### config.mk
export PLATFORM = sky130hd
export DESIGN_NAME = pwm_multi
export DESIGN_NICKNAME = d
export VERILOG_FILES = /design/src/rtl/pwm_multi.sv
export SDC_FILE = /design/constraint.sdc
export NUM_CORES = 1
export LEC_CHECK = 0
export ABC_CLOCK_PERIOD_IN_PS = 4200
export CAP_MARGIN = 20
export CORE_MARGIN = 4
export CORE_UTILIZATION = 35
export CTS_CLUSTER_SIZE = 25
export DETAILED_ROUTE_END_ITERATION = 16
export PLACE_DENSITY_LB_ADDON = 0.2
export SETUP_SLACK_MARGIN = 0.3
export SYNTH_ARGS = -nofsm -noshare
export SYNTH_HDL_FRONTEND = slang
export SYNTH_SLANG_ARGS = --single-unit
export TNS_END_PERCENT = 5
### constraint.sdc
create_clock -name pwm_clk -period 4.2 [get_ports pwm_clk]
set_clock_uncertainty 0.15 [all_clocks]
set_input_delay 0.63 -clock pwm_clk [delete_from_list [all_inputs] [get_ports pwm_clk]]
set_output_delay 0.63 -clock pwm_clk [all_outputs]
set_load 0.02 [all_outputs]
### src/rtl/pwm_multi.sv
// rtl/pwm_multi.sv - multi-channel PWM with shared counter, prescaler, double-buffered config and dead time
module pwm_multi #(
    parameter int CH_NUM     = 4,
    parameter int CNT_LENGTH = 16,
    parameter int DT_LENGTH  = 8,
    parameter int PSC_LENGTH = 8
) (
    input  logic                         pwm_clk,
    input  logic                         pwm_rst_n,
    input  logic                         pwm_en,
    input  logic                         cfg_load,
    input  logic                         mode,
    input  logic [PSC_LENGTH-1:0]        psc,
    input  logic [CNT_LENGTH-1:0]        max_val,
    input  logic [CH_NUM*CNT_LENGTH-1:0] duty_cycle,
    input  logic [DT_LENGTH-1:0]         dead_time,
    output logic [CH_NUM-1:0]            pwm_pos,
    output logic [CH_NUM-1:0]            pwm_neg,
    output logic                         period_end,
    output logic                         cfg_pending
);

    localparam logic [CNT_LENGTH-1:0] CNT_ONE = CNT_LENGTH'(1);
    localparam logic [DT_LENGTH-1:0]  DT_ONE  = DT_LENGTH'(1);

    // Shadow set (written by cfg_load) and active set (used by counter/compare)
    logic                         mode_s_q, mode_s_d;
    logic [PSC_LENGTH-1:0]        psc_s_q, psc_s_d;
    logic [CNT_LENGTH-1:0]        max_s_q, max_s_d;
    logic [CH_NUM*CNT_LENGTH-1:0] duty_s_q, duty_s_d;
    logic [DT_LENGTH-1:0]         dt_s_q, dt_s_d;

    logic                         mode_a_q, mode_a_d;
    logic [PSC_LENGTH-1:0]        psc_a_q, psc_a_d;
    logic [CNT_LENGTH-1:0]        max_a_q, max_a_d;
    logic [CH_NUM*CNT_LENGTH-1:0] duty_a_q, duty_a_d;
    logic [DT_LENGTH-1:0]         dt_a_q, dt_a_d;

    logic                         cfg_pending_q, cfg_pending_d;

    // Timebase
    logic [PSC_LENGTH-1:0]        psc_cnt_q, psc_cnt_d;
    logic [CNT_LENGTH-1:0]        cnt_q, cnt_d;
    logic                         dir_down_q, dir_down_d;
    logic                         boundary_q, boundary_d;
    logic                         period_end_q, period_end_d;

    // Per-channel state
    logic [CH_NUM-1:0]            raw;
    logic [CH_NUM-1:0]            raw_q, raw_d;
    logic [DT_LENGTH-1:0]         dt_cnt_q [CH_NUM];
    logic [DT_LENGTH-1:0]         dt_cnt_d [CH_NUM];
    logic [CH_NUM-1:0]            pos_q, pos_d;
    logic [CH_NUM-1:0]            neg_q, neg_d;

    logic                         tick;
    logic                         boundary;
    logic                         apply;
    logic [CNT_LENGTH-1:0]        cnt_next;
    logic                         dir_next;

    assign tick     = (psc_cnt_q == psc_a_q);
    assign boundary = pwm_en && tick && (cnt_next == '0);
    assign apply    = boundary && (cfg_load || cfg_pending_q);

    // Natural next counter value and direction for the active mode
    always_comb begin
        cnt_next = cnt_q;
        dir_next = dir_down_q;
        if (max_a_q == '0) begin
            cnt_next = '0;
            dir_next = 1'b0;
        end else if (!mode_a_q) begin
            cnt_next = (cnt_q >= max_a_q) ? '0 : cnt_q + 1'b1;
            dir_next = 1'b0;
        end else if (!dir_down_q) begin
            if (cnt_q >= max_a_q) begin
                cnt_next = max_a_q - 1'b1;
                // with max=1 the turn-around lands on 0, so stay counting up
                dir_next = (max_a_q > CNT_ONE);
            end else begin
                cnt_next = cnt_q + 1'b1;
            end
        end else begin
            if (cnt_q <= CNT_ONE) begin
                cnt_next = '0;
                dir_next = 1'b0;
            end else begin
                cnt_next = cnt_q - 1'b1;
            end
        end
    end

    // Prescaler, period counter and boundary/period_end pipeline
    always_comb begin
        psc_cnt_d    = psc_cnt_q;
        cnt_d        = cnt_q;
        dir_down_d   = dir_down_q;
        boundary_d   = boundary;
        period_end_d = boundary_q && pwm_en;
        if (!pwm_en) begin
            psc_cnt_d  = '0;
            cnt_d      = '0;
            dir_down_d = 1'b0;
        end else if (tick) begin
            psc_cnt_d  = '0;
            cnt_d      = cnt_next;
            dir_down_d = apply ? 1'b0 : dir_next;
        end else begin
            psc_cnt_d  = psc_cnt_q + 1'b1;
        end
    end

    // Config capture: ports -> shadow on cfg_load, shadow -> active at a boundary
    always_comb begin
        mode_s_d      = mode_s_q;
        psc_s_d       = psc_s_q;
        max_s_d       = max_s_q;
        duty_s_d      = duty_s_q;
        dt_s_d        = dt_s_q;
        mode_a_d      = mode_a_q;
        psc_a_d       = psc_a_q;
        max_a_d       = max_a_q;
        duty_a_d      = duty_a_q;
        dt_a_d        = dt_a_q;
        cfg_pending_d = cfg_pending_q;
        if (!pwm_en || (cfg_load && boundary)) begin
            mode_s_d      = mode;
            psc_s_d       = psc;
            max_s_d       = max_val;
            duty_s_d      = duty_cycle;
            dt_s_d        = dead_time;
            mode_a_d      = mode;
            psc_a_d       = psc;
            max_a_d       = max_val;
            duty_a_d      = duty_cycle;
            dt_a_d        = dead_time;
            cfg_pending_d = 1'b0;
        end else if (cfg_load) begin
            mode_s_d      = mode;
            psc_s_d       = psc;
            max_s_d       = max_val;
            duty_s_d      = duty_cycle;
            dt_s_d        = dead_time;
            cfg_pending_d = 1'b1;
        end else if (boundary && cfg_pending_q) begin
            mode_a_d      = mode_s_q;
            psc_a_d       = psc_s_q;
            max_a_d       = max_s_q;
            duty_a_d      = duty_s_q;
            dt_a_d        = dt_s_q;
            cfg_pending_d = 1'b0;
        end
    end

    // Raw compare per channel against the active duty
    always_comb begin
        for (int i = 0; i < CH_NUM; i++) begin
            raw[i] = (cnt_q >= duty_a_q[i*CNT_LENGTH +: CNT_LENGTH]);
        end
    end

    // Dead-time insertion: any raw edge blanks both sides for dt_a clocks
    always_comb begin
        raw_d = raw_q;
        pos_d = '0;
        neg_d = '0;
        for (int i = 0; i < CH_NUM; i++) begin
            dt_cnt_d[i] = dt_cnt_q[i];
            if (!pwm_en) begin
                raw_d[i]    = 1'b0;
                dt_cnt_d[i] = '0;
            end else if (raw[i] != raw_q[i]) begin
                raw_d[i] = raw[i];
                if (dt_a_q != '0) begin
                    dt_cnt_d[i] = dt_a_q;
                end else begin
                    dt_cnt_d[i] = '0;
                    pos_d[i]    = raw[i];
                    neg_d[i]    = ~raw[i];
                end
            end else if (dt_cnt_q[i] != '0) begin
                dt_cnt_d[i] = dt_cnt_q[i] - 1'b1;
                if (dt_cnt_q[i] == DT_ONE) begin
                    pos_d[i] = raw_q[i];
                    neg_d[i] = ~raw_q[i];
                end
            end else begin
                pos_d[i] = raw_q[i];
                neg_d[i] = ~raw_q[i];
            end
        end
    end

    // State registers; reset drops outputs asynchronously
    always_ff @(posedge pwm_clk or negedge pwm_rst_n) begin
        if (!pwm_rst_n) begin
            mode_s_q      <= 1'b0;
            psc_s_q       <= '0;
            max_s_q       <= '0;
            duty_s_q      <= '0;
            dt_s_q        <= '0;
            mode_a_q      <= 1'b0;
            psc_a_q       <= '0;
            max_a_q       <= '0;
            duty_a_q      <= '0;
            dt_a_q        <= '0;
            cfg_pending_q <= 1'b0;
            psc_cnt_q     <= '0;
            cnt_q         <= '0;
            dir_down_q    <= 1'b0;
            boundary_q    <= 1'b0;
            period_end_q  <= 1'b0;
            raw_q         <= '0;
            pos_q         <= '0;
            neg_q         <= '0;
            for (int i = 0; i < CH_NUM; i++) begin
                dt_cnt_q[i] <= '0;
            end
        end else begin
            mode_s_q      <= mode_s_d;
            psc_s_q       <= psc_s_d;
            max_s_q       <= max_s_d;
            duty_s_q      <= duty_s_d;
            dt_s_q        <= dt_s_d;
            mode_a_q      <= mode_a_d;
            psc_a_q       <= psc_a_d;
            max_a_q       <= max_a_d;
            duty_a_q      <= duty_a_d;
            dt_a_q        <= dt_a_d;
            cfg_pending_q <= cfg_pending_d;
            psc_cnt_q     <= psc_cnt_d;
            cnt_q         <= cnt_d;
            dir_down_q    <= dir_down_d;
            boundary_q    <= boundary_d;
            period_end_q  <= period_end_d;
            raw_q         <= raw_d;
            pos_q         <= pos_d;
            neg_q         <= neg_d;
            for (int i = 0; i < CH_NUM; i++) begin
                dt_cnt_q[i] <= dt_cnt_d[i];
            end
        end
    end

    assign pwm_pos     = pos_q;
    assign pwm_neg     = neg_q;
    assign period_end  = period_end_q;
    assign cfg_pending = cfg_pending_q;

endmodule

==> results of run 1 <==
==> cell usage in the layout (no fill, tap or decap), types with 27 or more instances in the layout <==
cell,count
mux2_1,27
nor2_1,77
clkdlybuf4s50_1,108
inv_1,84
nand3_1,45
clkbuf_16,36
a21oi_1,39
xnor2_1,48
dfrtp_1,259
ha_1,90
nor3_1,30
buf_4,103
nand2_1,52
xor2_1,37
mux2i_1,34
mux2_2,157
==> cell type report <==
class	count	area, sq um
clock inverter	7	90.1
fill	3845	22200
inverter	91	347
tap	532	666
clock buffer	43	871
sequential	266	6670
timing repair buffer	236	2310
multi-input combinational	886	7570
==> power by group through the flow <==
stage               sequential [W]  combinational (W)  clock (W)
finish                     0.00311            0.00184    0.00258
global route               0.00316            0.00209    0.00277
CTS                        0.00312            0.00179    0.00266
detailed placement         0.00316            0.00175          0
global placement           0.00315            0.00173          0
floorplan                  0.00312            0.00123          0
==> stage by stage <==
step | area (sq um) | hold slack, ns
final | 18500 | 0.0107
after floorplan | 14600 | 0.184
after global placement | 16800 | 0.302
after detailed placement | 16800 | 0.296
after global routing | 18500 | 0.0774
after CTS | 18000 | 0.0453
==> critical path, stage by stage (launching register included) <==
cell,delay [ns]
dfrtp_2,0.50
ha_4,0.30
and4_4,0.22
o21ai_4,0.07
o311a_4,0.40
buf_6,0.14
nand2_4,0.05
mux2_4,0.31
o41ai_2,0.32
nand4_1,0.21
o41ai_4,0.34
buf_4,0.19
buf_12,0.15
clkbuf_16,0.16
mux2_2,0.33
==> how the worst max path moves through the flow <==
stage,start,endpoint,slack [ns],cells past startpoint
final,cnt_q[4],max_a_q[1],0.21,14
after global routing,max_a_q[5],dt_a_q[4],0.07,15
after CTS,cnt_q[0],duty_a_q[8],0.29,15
after detailed placement,cnt_q[1],duty_a_q[34],0.06,13
after global placement,cnt_q[1],duty_a_q[34],0.07,13
after floorplan,cnt_q[0],duty_a_q[10],0.30,15
==> state kept, by name, summed over array words and instances (netlist names), 8 cells and up <==
name / count
psc_s_q: 8
psc_a_q: 8
dt_s_q: 8
dt_a_q: 8
duty_s_q: 64
duty_a_q: 64
max_s_q: 16
cnt_q: 16
max_a_q: 16
psc_cnt_q: 8
dt_cnt_q: 32
==> routing by layer <==
| layer | GRT usage (%) | wire [microns] | vias up | share of wire, % |
|---|---|---|---|---|
| met1 | 25.5 | 19000 | 5215 | 48 |
| met4 | 4.69 | 1160 | 0 | 2.9 |
| li1 | - | - | 5006 | - |
| met3 | 2.85 | 1980 | 63 | 5.0 |
| met2 | 27.1 | 17500 | 259 | 44 |
| met5 | 0 | 0 | - | 0 |
==> kinds of logic after synthesis <==
logic type      synth area share (%)
flops                           46.2
simple gates                    11.1
buf+inv                         3.83
xor+xnor                        5.16
mux                             17.6
compound gates                  7.54
fa+ha+maj                       8.59
==> cells in the mapped netlist (32+ instances only) <==
library cell | number | area (sq um)
clkbuf_1 | 33 | 124
mux2i_1 | 34 | 340
inv_1 | 91 | 342
mux2_2 | 165 | 1860
dfrtp_1 | 266 | 6660
ha_1 | 99 | 1240
nor3_1 | 32 | 160
nand3_1 | 45 | 225
nand2_1 | 54 | 203
nor2_1 | 79 | 297
a21oi_1 | 40 | 200
xor2_1 | 37 | 324
xnor2_1 | 48 | 420
==> what timing repair did <==
item                       4_1_cts  5_1_grt
buffers inserted                13       21
pin swaps                       14       17
cloned                           1        7
gates resized for setup         22       51
setup endpoints to repair       98       98
==> impl_metrics.tcl, run 1 <==
set metrics [dict create \
    outcome "completed" \
    p_per_area_mw_per_mm2 407 \
    numCtsBuffers 30 \
    instances_no_fill 2061 \
    die-width_microns 211 \
    regToRegEndpoint "max_a_q[1]" \
    setup_tns_ns 0 \
    cts_max_path_buffers 3 \
    syn-mean-instance-area_sq_um 11.2 \
    power_w 0.00753 \
    dp_slack_ns 0.0619 \
    gr-usage-all-layers_pct 17.4 \
    rsz0062_at_grt "yes" \
    first_pass_iters 5 \
    swShare_pct 29.0 \
    cts_tree "yes" \
    portBuffers 110 \
    gp_congestion 0.940 \
    first_global_vias 10900 \
    die_h_microns 211 \
    nets 1711 \
    rr_worst_depth 14 \
    ys.flop_type "dfrtp_1" \
    cp_max_fo 7 \
    drive_gt1_share_pct 25.7 \
    min_period_over_period_pct 95.0 \
    routedWlPerCell_microns 19.2 \
    die_area_sq_mm 0.0445 \
    p_int_w 0.00535 \
    core_area_sq_mm 0.0407 \
    synthesis.nets 1489 \
    cp.required_ns 4.50 \
    clk_pin_slew_worst_paths_ns 0.06 \
    r2r_slack_ns 0.21 \
    p_sw_w 0.00218 \
    path_class "flop to flop" \
    hold_violations 0 \
    dp_cells 1967 \
    combPwrFrac_pct 24.4 \
    async_flop_share_pct 100 \
    route.antenna.remaining_nets 0 \
    dp.final_hpwl_microns 27700 \
    end_kind "flop" \
    synth-edff-count 0 \
    ys_ff_latch 266 \
    leakagePower_nw 8.70 \
    drt_iter0_drc 571 \
    grt_start_max_net_pins 112 \
    drt_wl_total_microns 39600 \
    grt_overflow 0 \
    post-route-util_pct 45.4 \
    pwr-share-seq_pct 41.4 \
    startpoint_type "flop" \
    holdBufCountCts 0 \
    relSlewSlack_pct 26.3 \
    row_count 74 \
    via_count 10500 \
    ys_seq_area_share_pct 46.2 \
    r2r_start "cnt_q[4]" \
    worstMarginPinSlew_ns 1.10 \
    peakVddDrop_mv 0.282 \
    initial_utilization_pct 35.4 \
    hold_class "input pin to asynchronous set/reset pin" \
    syn_inst 1289 \
    setup_viol 0 \
    p_clk_share_pct 34.3 \
    fmax_mhz 251 \
    viasPerCell 5.12 \
    grt_pass1_wl_microns 61900 \
    cts_root_buf "clkbuf_16" \
    clk_latency_ns 0.57 \
    n_antenna_cell 0 \
    fin_ws_ns 0.210 \
    yosysUniqueCellTypes 59 \
    area_growth_pct 28.4 \
    min_period_ns 3.99 \
    slew_viol_final 0 \
    yosys_warnings 0 \
    drc 0 \
    antenna_found_initial 0 \
    drv_cap 0 \
    synthesis.area_sq_mm 0.0144 \
    pin_count 111 \
    htree_levels 1 \
    clock-sinks 266 \
    worstPathArrival_ns 4.29 \
]
Power figures use the tool's default switching activity.
==> run 2: changes to the inputs <==
- CTS_CLUSTER_DIAMETER: not set -> 150
==> impl_metrics.tcl, run 2 (synthesis results as in run 1) <==
set metrics [dict create \
    grt_pass1_wl_microns 61100 \
    viasPerCell 5.17 \
    first_global_vias 10700 \
    portBuffers 110 \
    gr-usage-all-layers_pct 17.2 \
    die_area_sq_mm 0.0445 \
    hold_violations 0 \
    core_area_sq_mm 0.0407 \
    cp.buffers_inverters 4 \
    p_int_w 0.00444 \
    final_common_cell "dfrtp_1" \
    grt_overflow 0 \
    worstPathArrival_ns 4.18 \
    end_kind "flop" \
    whs_ns 0.0530 \
    drc 0 \
    via_count 10500 \
    holdBufCountCts 0 \
    row_count 74 \
    routedWlPerCell_microns 19.4 \
    clk_pin_slew_worst_paths_ns 0.10 \
    gp_congestion 0.940 \
    cp.required_ns 4.44 \
    slowest_stage "dfrtp_1" \
    drive_gt1_share_pct 24.3 \
    cp_max_fo 7 \
    numCtsBuffers 14 \
    area_growth_pct 24.2 \
    grt_start_max_net_pins 112 \
    route.antenna.remaining_nets 0 \
    combPwrFrac_pct 28.4 \
    dp.final_hpwl_microns 27700 \
    final_cell_mix "dfrtp_1, mux2_2, clkdlybuf4s50_1, buf_4, ha_1" \
    htree_levels 1 \
    cts_max_path_buffers 3 \
    p_sw_w 0.00199 \
    min_period_over_period_pct 94.0 \
    setup_viol 0 \
    relSlewSlack_pct 29.8 \
    nets 1691 \
    outcome "completed" \
    die_h_microns 211 \
    fmax_mhz 253 \
    rsz0062_at_grt "yes" \
    n_antenna_cell 0 \
    drv_cap 0 \
    antenna_found_initial 0 \
    cts_root_buf "clkbuf_16" \
    post-route-util_pct 43.9 \
    cts_tree "yes" \
    dp_slack_ns 0.0619 \
    slowest_delay_ns 0.50 \
    crit_family "simple AND/OR/NAND/NOR gates" \
    startpoint_type "flop" \
    pin_count 111 \
    hold_class "input pin to asynchronous set/reset pin" \
    slew_viol_final 0 \
    fin_ws_ns 0.253 \
    peakVddDrop_mv 0.215 \
    path_class "flop to flop" \
    largest_registers "duty_a_q: 64 flops, duty_s_q: 64 flops, dt_cnt_q: 32 flops" \
    clk_latency_ns 0.51 \
    die-width_microns 211 \
    drt_iter0_drc 641 \
    swShare_pct 31.0 \
    initial_utilization_pct 35.4 \
    crit_chain "or3_4 -> or3_4 -> o21ai_4 -> buf_6 -> o22ai_1 -> mux2_4 -> o41ai_2 -> nand4_1 -> o41ai_4 -> buf_6 -> buf_12 -> clkbuf_16 -> mux2_2" \
    drt_wl_total_microns 39300 \
    min_period_ns 3.95 \
    setup_tns_ns 0 \
    clock-sinks 266 \
    n_fill_cell 3899 \
    p_per_area_mw_per_mm2 360 \
    p_clk_share_pct 23.4 \
    leakagePower_nw 8.36 \
    first_pass_iters 5 \
    pwr-share-seq_pct 48.3 \
    worstMarginPinSlew_ns 1.04 \
]
-- run 2: worst paths after layout --
| check | startpoint | cells past startpoint | to | slack, ns |
|---|---|---|---|---|
| worst max-delay path | cnt_q[3] | 13 | max_a_q[3] | 0.25 |
| worst min-delay path | pwm_rst_n | 1 | dt_cnt_q[12] | 0.05 |
| worst max register to register | cnt_q[3] | 13 | max_a_q[3] | 0.25 |
| worst min register to register | boundary_q | 1 | period_end | 0.32 |
| max in group asynchronous | pwm_rst_n | 2 | duty_a_q[63] | 2.92 |
| min in group pwm_clk | boundary_q | 1 | period_end | 0.32 |
-- run 2: worst register-to-register path: stages (launching register included) --
cell,delay (ns)
dfrtp_1,0.50
or3_4,0.41
or3_4,0.38
o21ai_4,0.15
buf_6,0.14
o22ai_1,0.12
mux2_4,0.30
o41ai_2,0.32
nand4_1,0.21
o41ai_4,0.33
buf_6,0.18
buf_12,0.16
clkbuf_16,0.17
mux2_2,0.32
-- run 2: layout make-up --
type / count / area (sq um) / share of cell area, %
sequential: 266 / 6670 / 37.2
timing repair buffer: 232 / 2270 / 12.7
tap: 532 / 666 / 3.72
multi-input combinational: 886 / 7560 / 42.2
inverter: 91 / 347 / 1.94
clock inverter: 1 / 11.3 / 0.0629
clock buffer: 17 / 383 / 2.14
-- run 2: power by group through the flow --
stage	Sequential (W)	Clock, W	Combinational [W]
global placement	0.00315	0	0.00173
global route	0.00315	0.00166	0.00208
CTS	0.00311	0.00158	0.00179
floorplan	0.00312	0	0.00123
finish	0.00311	0.00150	0.00183
detailed placement	0.00316	0	0.00175
-- run 2: repair_timing --
action / in CTS / in global routing
pin swaps: 10 / 12
setup buffers: 12 / 18
resized for setup: 22 / 48
cloned: 1 / 7
endpoints found under the setup margin: 98 / 98
-- run 2: layer usage --
| metal | global-route usage, % | share of wire, % |
|---|---|---|
| met3 | 2.06 | 4.7 |
| met1 | 25.7 | 48 |
| met2 | 27.0 | 45 |
| met4 | 3.67 | 2.0 |
| met5 | 0 | 0 |
-- run 2: through the flow --
stage / power [W] / std cells / cell area, sq um
global placement: 0.00488 / 1967 / 16800
global route: 0.00689 / 2025 / 17900
finish: 0.00644 / 2025 / 17900
CTS: 0.00648 / 1998 / 17400
floorplan: 0.00435 / 1289 / 14600
detailed placement: 0.00491 / 1967 / 16800
